<file path="config.mk">
export PLATFORM = sky130hd
export DESIGN_NAME = hazard_scoreboard
export DESIGN_NICKNAME = d
export VERILOG_FILES = /design/src/rtl/mips_pkg.sv /design/src/rtl/hazard_src_decode.sv /design/src/rtl/hazard_scoreboard.sv
export SDC_FILE = /design/constraint.sdc
export NUM_CORES = 1
export LEC_CHECK = 0
export CAP_MARGIN = 20
export CORE_MARGIN = 2
export CORE_UTILIZATION = 50
export CTS_CLUSTER_DIAMETER = 30
export DETAILED_ROUTE_END_ITERATION = 8
export PLACE_DENSITY = 0.85
export SYNTH_ARGS = -nofsm -noshare
export SYNTH_HDL_FRONTEND = slang
export SYNTH_HIERARCHICAL = 1
export SYNTH_SLANG_ARGS = --single-unit
</file>
<file path="constraint.sdc">
create_clock -name i_clk -period 4.31 [get_ports i_clk]
set_input_delay 0.862 -clock i_clk [delete_from_list [all_inputs] [get_ports i_clk]]
set_output_delay 0.862 -clock i_clk [all_outputs]
set_load 0.01 [all_outputs]
</file>
<file path="src/rtl/mips_pkg.sv">
// Shared MIPS decode constants, forwarding select encodings and the hazard
// tracking entry used by the pipeline hazard scoreboard.
package mips_pkg;

   localparam int unsigned MIPS_REG_W = 5;

   localparam logic [5:0] OP_RTYPE = 6'h00;
   localparam logic [5:0] OP_J     = 6'h02;
   localparam logic [5:0] OP_JAL   = 6'h03;
   localparam logic [5:0] OP_BEQ   = 6'h04;
   localparam logic [5:0] OP_BNE   = 6'h05;
   localparam logic [5:0] OP_ADDI  = 6'h08;
   localparam logic [5:0] OP_LUI   = 6'h0F;
   localparam logic [5:0] OP_LW    = 6'h23;
   localparam logic [5:0] OP_SW    = 6'h2B;

   localparam logic [5:0] FN_SLL = 6'h00;
   localparam logic [5:0] FN_SRL = 6'h02;
   localparam logic [5:0] FN_SRA = 6'h03;
   localparam logic [5:0] FN_ADD = 6'h20;
   localparam logic [5:0] FN_SUB = 6'h22;
   localparam logic [5:0] FN_OR  = 6'h25;

   localparam logic [1:0] FWD_REG = 2'b00;
   localparam logic [1:0] FWD_MEM = 2'b01;
   localparam logic [1:0] FWD_WB  = 2'b10;

   typedef struct packed {
      logic                  valid;
      logic [MIPS_REG_W-1:0] dest;
      logic                  is_load;
      logic [MIPS_REG_W-1:0] rs;
      logic                  use_rs;
      logic [MIPS_REG_W-1:0] rt;
      logic                  use_rt;
   } hz_entry_t;

   // Destination 0 is never a real write, so it can never source a forward.
   // A load still sitting in MEM has no result yet; the load-use stall covers it.
   function automatic logic [1:0] fwd_sel(
      input logic                  use_src,
      input logic [MIPS_REG_W-1:0] src,
      input hz_entry_t             mem,
      input hz_entry_t             wb
   );
      logic [1:0] sel;
      sel = FWD_REG;
      if (use_src && mem.valid && !mem.is_load &&
          (mem.dest != {MIPS_REG_W{1'b0}}) && (mem.dest == src)) begin
         sel = FWD_MEM;
      end else if (use_src && wb.valid &&
                   (wb.dest != {MIPS_REG_W{1'b0}}) && (wb.dest == src)) begin
         sel = FWD_WB;
      end else begin
         sel = FWD_REG;
      end
      return sel;
   endfunction

endpackage

</file>
<file path="src/rtl/hazard_src_decode.sv">
// Source-operand usage and load detection for the instruction in ID.
module hazard_src_decode
   import mips_pkg::*;
(
   input  logic [5:0] opcode,
   input  logic [5:0] funct,
   output logic       use_rs,
   output logic       use_rt,
   output logic       is_load
);

   // Classify which register fields the instruction actually reads
   always_comb begin
      use_rs  = 1'b1;
      use_rt  = 1'b0;
      is_load = 1'b0;
      case (opcode)
         OP_RTYPE: begin
            use_rt = 1'b1;
            case (funct)
               FN_SLL, FN_SRL, FN_SRA: use_rs = 1'b0;
               default:                use_rs = 1'b1;
            endcase
         end
         OP_LUI, OP_J: begin
            use_rs = 1'b0;
         end
         OP_SW, OP_BEQ, OP_BNE: begin
            use_rt = 1'b1;
         end
         OP_LW: begin
            is_load = 1'b1;
         end
         default: begin
            use_rs = 1'b1;
         end
      endcase
   end

endmodule

</file>
<file path="src/rtl/hazard_scoreboard.sv">
// ID-stage hazard unit: load-use stall plus EX operand forwarding selects.
// Optional stall-cycle statistics counter enabled with HAZARD_STATS_EN.
module hazard_scoreboard
   import mips_pkg::*;
#(
   parameter int REG_ADDR_W = MIPS_REG_W,
   parameter int STAT_W     = 16
) (
   input  logic              i_clk,
   input  logic              i_rst,
   input  logic [31:0]       i_instr,
   input  logic              i_id_valid,
   input  logic              i_we_rd,
   input  logic              i_we_rt,
   input  logic              i_hold,
   input  logic              i_flush,
   output logic              o_stall,
   output logic [1:0]        o_fwd_a,
   output logic [1:0]        o_fwd_b,
   output logic [STAT_W-1:0] o_stall_count
);

   logic [REG_ADDR_W-1:0] rs_s;
   logic [REG_ADDR_W-1:0] rt_s;
   logic [REG_ADDR_W-1:0] rd_s;
   logic [REG_ADDR_W-1:0] dest_s;
   logic                  use_rs_s;
   logic                  use_rt_s;
   logic                  is_load_s;
   logic                  stall_s;
   hz_entry_t             id_entry_s;
   hz_entry_t             ex_r;
   hz_entry_t             mem_r;
   hz_entry_t             wb_r;
   logic                  unused_s;

   assign rs_s = i_instr[25:21];
   assign rt_s = i_instr[20:16];
   assign rd_s = i_instr[15:11];

   // Shift amount and the WB operand fields are carried only for entry symmetry
   assign unused_s = ^{i_instr[10:6], wb_r.is_load, wb_r.rs, wb_r.use_rs,
                       wb_r.rt, wb_r.use_rt};

   hazard_src_decode u_src_decode (
      .opcode  (i_instr[31:26]),
      .funct   (i_instr[5:0]),
      .use_rs  (use_rs_s),
      .use_rt  (use_rt_s),
      .is_load (is_load_s)
   );

   // Destination select from the decoder's write enables
   always_comb begin
      dest_s = {REG_ADDR_W{1'b0}};
      if (i_we_rd) begin
         dest_s = rd_s;
      end else if (i_we_rt) begin
         dest_s = rt_s;
      end else begin
         dest_s = {REG_ADDR_W{1'b0}};
      end
   end

   // Assemble the entry that would enter EX this cycle
   always_comb begin
      id_entry_s         = '0;
      id_entry_s.valid   = 1'b1;
      id_entry_s.dest    = dest_s;
      id_entry_s.is_load = is_load_s;
      id_entry_s.rs      = rs_s;
      id_entry_s.use_rs  = use_rs_s;
      id_entry_s.rt      = rt_s;
      id_entry_s.use_rt  = use_rt_s;
   end

   // Load-use detection against the load currently in EX; flush overrides it
   always_comb begin
      stall_s = 1'b0;
      if (i_id_valid && !i_flush && ex_r.valid && ex_r.is_load &&
          (ex_r.dest != {REG_ADDR_W{1'b0}})) begin
         stall_s = (use_rs_s && (rs_s == ex_r.dest)) ||
                   (use_rt_s && (rt_s == ex_r.dest));
      end else begin
         stall_s = 1'b0;
      end
   end

   // Stage shadow registers; hold freezes everything, a stall or flush injects a bubble
   always_ff @(posedge i_clk) begin
      if (i_rst) begin
         ex_r  <= '0;
         mem_r <= '0;
         wb_r  <= '0;
      end else if (!i_hold) begin
         if (i_id_valid && !i_flush && !stall_s) begin
            ex_r <= id_entry_s;
         end else begin
            ex_r <= '0;
         end
         mem_r <= ex_r;
         wb_r  <= mem_r;
      end else begin
         ex_r  <= ex_r;
         mem_r <= mem_r;
         wb_r  <= wb_r;
      end
   end

   assign o_stall = stall_s;
   assign o_fwd_a = fwd_sel(ex_r.valid & ex_r.use_rs, ex_r.rs, mem_r, wb_r);
   assign o_fwd_b = fwd_sel(ex_r.valid & ex_r.use_rt, ex_r.rt, mem_r, wb_r);

`ifdef HAZARD_STATS_EN
   logic [STAT_W-1:0] stall_count_r;

   // Saturating count of cycles where a stall actually took effect
   always_ff @(posedge i_clk) begin
      if (i_rst) begin
         stall_count_r <= {STAT_W{1'b0}};
      end else if (stall_s && !i_hold && !(&stall_count_r)) begin
         stall_count_r <= stall_count_r + {{(STAT_W-1){1'b0}}, 1'b1};
      end else begin
         stall_count_r <= stall_count_r;
      end
   end

   assign o_stall_count = stall_count_r;
`else
   assign o_stall_count = {STAT_W{1'b0}};
`endif

endmodule

</file>
==> run metrics <==
Cell Area, Synth=1940 sq um; critical path, cell by cell=clkdlybuf4s50_1, nor3_1, o21ai_0, a21oi_1, nand2_1, o22ai_1, nor2b_1, clkdlybuf4s50_1; antenna fix cells=0; Setup CP Type=in2out; Warnings, synthesis=6; Mapped Cells=233; share of layout cells above drive strength 1=4.87%; CP startpoint kind=input port; dpl hpwl=3340 um; initial antenna violation count=0; Hold Vio Cnt, Final=0; commonest non-fill, non-tap cell in the layout=clkdlybuf4s50_1; slew of the pin with the lowest slew margin=866 ps; CP max stage cell=clkdlybuf4s50_1; die height=66.2 um; Placer Congestion=0.900; top cells by area, synth=dfxtp_1 (33%), xnor2_1 (9.9%), a32oi_1 (8.1%); Total GRT Usage=23.0%; row cnt=22; antenna-violating nets left=0; static leakage=0.874 nW; Worst Skew=7.90 ps; vias=1,751; R2R Setup Slk=2450 ps; Peak VDD IR=0.000227 V; Iteration-0 DRC Markers=100; Sw Pwr=0.000168 W; RSZ-0062 raised after global routing=no; Die Wd=66.2 um; post-synthesis sequential area ratio=33.1%; slowest stage delay, CP=560 ps; most frequent cells in the layout=clkdlybuf4s50_1 (38), nand2_1 (33), dfxtp_1 (32); WP data arrival=3060 ps; Remaining DRCs=0; clock tree root driver cell=clkbuf_8; number of global-route vias before repair=1,615; fin crit share=91.1%; number of buffers inserted by post-CTS setup repair=0; CTS tree=built; die area=4390 sq um; Sw Share=26.2%; syn_area_per_cell=8.31 sq um; Post-Place Cell Area=2270 sq um; synth unique cells=33; area grow syn2layout=21.4%; worst skew pair latency=280 ps; Reg clk slew, reported paths=60 ps; CP required=3450 ps; fmax=255 MHz; Layout Utilization=63.8%; Final Max Tran Viols=0; IO Pins=60; first-pass GRT wire length=7610 um; final worst setup slack=384 ps; Setup Viol. Count Final=0; PostCTS Resize Cnt=0; CP dominant cell by count=clkdlybuf4s50_1; Seq pwr share=49.9%; CP Max Fanout=5; Post-synth EDFFs=0; Int Pwr=0.000471 W; routed vias/inst=5.56; DRT Pass-1 Iters=4; TNS Setup=0 ps; #FFs+latches synth=32; Num CTS Buffers=5; Clock Power Share=33.5%; Synth top area share=33.1%; pre-CTS setup slack=440 ps; Post-CTS Hold Buffers=0; largest net degree at the start of global routing=39; routed wire length=4540 um; CTS H-tree depth=2; CTS Sinks=32; routed length per instance=14.4 um; area leader, netlist=dfxtp_1; core footprint=3690 sq um; number of port buffers=38; status=completed; Combinational Power Share=16.6%; max-cap check violation count=0; fin crit period=3930 ps; fillcell total=321; Hold Path Class=reg2reg; Final Cell Area=2350 sq um; Cell Pwr Density=271 nW/um^2; CTS Buffer Depth=2; CP Capture Type=primary output; GR Overflow Total=0; Rel. slew slack=42.1%; fin nets=306; effective utilization at floorplan=52.5%; Top FF cell, synth=dfxtp_1; Async SR Flop Fraction=0%; hold_ws=499 ps
[worst paths after layout]
path                     startpoint                      to  depth (start not counted)
min          mem_r[12]$_SDFFE_PP0N_  mem_r[12]$_SDFFE_PP0N_                          2
min reg2reg  mem_r[12]$_SDFFE_PP0N_  mem_r[12]$_SDFFE_PP0N_                          2
max                     i_instr[27]                 o_stall                          8
max reg2reg   ex_r[16]$_SDFFE_PP0N_    ex_r[1]$_SDFFE_PP0N_                          5
[routing by layer]
metal	track usage (%)	up-vias	share of wire, %
met3	5.96	5	7.6
met2	37.3	69	48
li1	-	869	-
met5	0	-	0
met1	29.5	808	43
met4	7.91	0	1.4
[critical path, delay by kind of cell]
| kind | cells | cell delay, ps |
|---|---|---|
| compound gates | 3 | 600 |
| simple gates | 3 | 560 |
| buf+inv | 2 | 1040 |
[cell type report]
| cell class | count | area [sq um] | share of cell area [%] |
|---|---|---|---|
| multi-input cells | 183 | 1150 | 49.0 |
| flip-flops and latches | 32 | 641 | 27.2 |
| repair buffers | 42 | 410 | 17.4 |
| clock buffers | 6 | 72.6 | 3.09 |
| well taps | 48 | 60.1 | 2.55 |
| inverters | 3 | 11.3 | 0.479 |
| clock inverters | 1 | 5.00 | 0.213 |
[power groups by stage]
| stage | Clock [W] | Combinational (W) | Sequential [W] |
|---|---|---|---|
| final | 0.000214 | 0.000106 | 0.000319 |
| after global routing | 0.000237 | 0.000116 | 0.000320 |
| after CTS | 0.000222 | 0.000106 | 0.000318 |
| after detailed placement | 0 | 0.000105 | 0.000325 |
| after global placement | 0 | 0.000103 | 0.000325 |
| after floorplan | 0 | 0.0000695 | 0.000321 |
[sequential cells by signal, summed over array words and instances, names as in the netlist]
register	count
ex_r	19
mem_r	7
wb_r	6
[metrics by stage]
step                      power [W]  std cells
final                      0.000638        315
after detailed placement   0.000430        308
after floorplan            0.000390        248
after global routing       0.000673        315
after global placement     0.000428        308
after CTS                  0.000646        315
[synthesized netlist by cell type (2+ instances only)]
library cell / instances
nor2_1: 13
o21ai_1: 19
nand4_1: 6
dfxtp_1: 32
nand3_1: 2
a32oi_1: 18
nand2_1: 33
or4_1: 4
nor3_1: 5
mux2i_1: 13
xor2_1: 8
buf_6: 2
buf_4: 16
xnor2_1: 22
nor4_1: 2
buf_2: 5
nor2b_1: 4
o21ai_0: 6
a21oi_1: 2
inv_1: 3
clkbuf_1: 6
[logic make-up after synthesis]
kind of cell | synth area share, %
AND/OR/NAND/NOR | 18.0
AO/OA/AOI/OAI | 17.9
buffers and inverters | 10.6
flip-flops | 33.1
XOR/XNOR | 13.6
multiplexers | 6.72
other | 0.194
No activity file was read; power rests on OpenSTA's default activity.
==> variant (same flow settings) <==
Build with the macro `HAZARD_STATS_EN` defined.
--- a/src/rtl/hazard_scoreboard.sv
+++ b/src/rtl/hazard_scoreboard.sv
@@ -2,2 +2,4 @@
 // Optional stall-cycle statistics counter enabled with HAZARD_STATS_EN.
+`define HAZARD_STATS_EN
+
 module hazard_scoreboard
Check against the original RTL: not equivalent (a bounded check fails within 4 cycles, from zero or initial values and one cycle with i_rst high).
==> variant against the unedited design <==
Setup slack worse by 49 ps; combinational power is 19% lower; wire length is 32% higher; synthesized area is 30% higher; cell count is 26% higher; sequential cell count is 16 higher; final area is 36% higher; power is 28% higher; critical path type unchanged.
==> variant: results (changes against the unedited design) <==
Parameter                              Value

Status
  Outcome ... finished, final reports clean

Pwr
  Power density of the placed cells ... 256 nW/µm² (-5.6%)
  Leakage power summed over all cells ... 1.25 nW (+44%)
  Net Sw Frac ... 23.6% (-2.6 points)
  Sequential-cell power consumption ... 455 µW (+43%)
  PnR Total Power ... 817 µW (+28%)
  Worst voltage drop across the vdd grid ... 0.160 mV (-30%)

Logic synthesis
  Top post-synthesis cells by area ... sky130_fd_sc_hd__dfxtp_1, sky130_fd_sc_hd__xor2_1, sky130_fd_sc_hd__a22o_1
  Commonest cells in the synthesized netlist ... sky130_fd_sc_hd__dfxtp_1, sky130_fd_sc_hd__nor2_1, sky130_fd_sc_hd__xor2_1
  Cells after synthesis ... 280 (+20%)
  Register area share after synthesis ... 38.3% (+5.2 points)
  Number of library cell types mapped by synthesis ... 40 (+21%)

Cells and area
  Non-clock inverter instance count of the final layout ... 1 (-2)
  Share of cell area taken by flip-flops and latches ... 30.1% (+2.9 points)
  Ratio of cells with drive above 1 in the final layout ... 6.65% (+1.8 points)
  Fraction of area in multi-input gates ... 46.1% (-2.9 points)
  Buffering overhead ... 18.1% (+0.67 points)
  Filler instances ... 381 (+19%)
  Count of multi-input gates ... 215 (+17%)

Critical path
  Register-to-register setup slack ... 1940 ps (-510 ps)
  Biggest fanout along the worst timing path ... 2 (-3)
  Slowest stage delay, CP ... 490 ps (-70 ps)
  Worst path slowest cell ... sky130_fd_sc_hd__or4_1

Drt
  Met3 layer wire length in the routed design ... 274 µm (-21%)
  First-iteration detailed-routing DRC count ... 198 (+98%)
  Detail Route met2 WL ... 2940 µm (+35%)

GRT
  Pin count of the biggest net entering global routing ... 28 (-28%)
  Vias in the first global route ... 2,119 (+31%)
  Total GRT Usage ... 22.6% (-0.37 points)
  Met1 track demand over resource ... 31.0% (+1.5 points)
  GR Util met2 ... 36.5% (-0.70 points)

Place
  GPL Wtd Cong ... 0.823 (-8.6%)
  Number of instances in the placed design ... 390 (+27%)
  Placement Setup Slack ... 318 ps (-122 ps)

STA
  Slew Limit Headroom ... 50.6% (+8.6 points)
  Fin Hold WS ... 507 ps (+8.80 ps)

Clock network
  Clock sink count ... 48 (+50%)
  CTS clock-pin slew for the worst setup and hold paths ... 90 ps (+30 ps)

Hold path
  Hold Startpoint ... o_stall_count[11]
-- variant: cell count changes after synthesis, moves of 9 or more --
| cell | delta |
|---|---|
| sky130_fd_sc_hd__o21ai_1 | -19 |
| sky130_fd_sc_hd__nor2_1 | +11 |
| sky130_fd_sc_hd__xnor2_1 | -16 |
| sky130_fd_sc_hd__dfxtp_1 | +16 |
| sky130_fd_sc_hd__a22o_1 | +18 |
| sky130_fd_sc_hd__nand3_1 | +9 |
| sky130_fd_sc_hd__buf_4 | -16 |
| sky130_fd_sc_hd__nand2_1 | -17 |
| sky130_fd_sc_hd__xor2_1 | +16 |
| sky130_fd_sc_hd__a21oi_1 | +9 |
| sky130_fd_sc_hd__a32oi_1 | -17 |
-- variant: cell families after synthesis --
family / after synthesis / synth area share [%]
AO/OA/AOI/OAI: 56 / 15.9
buffers and inverters: 17 / 3.04
flip-flops: 48 / 38.3
AND/OR/NAND/NOR: 109 / 23.9
XOR/XNOR: 30 / 10.5
adder cells (fa/ha/maj): 1 / 0.499
multiplexers: 19 / 7.88
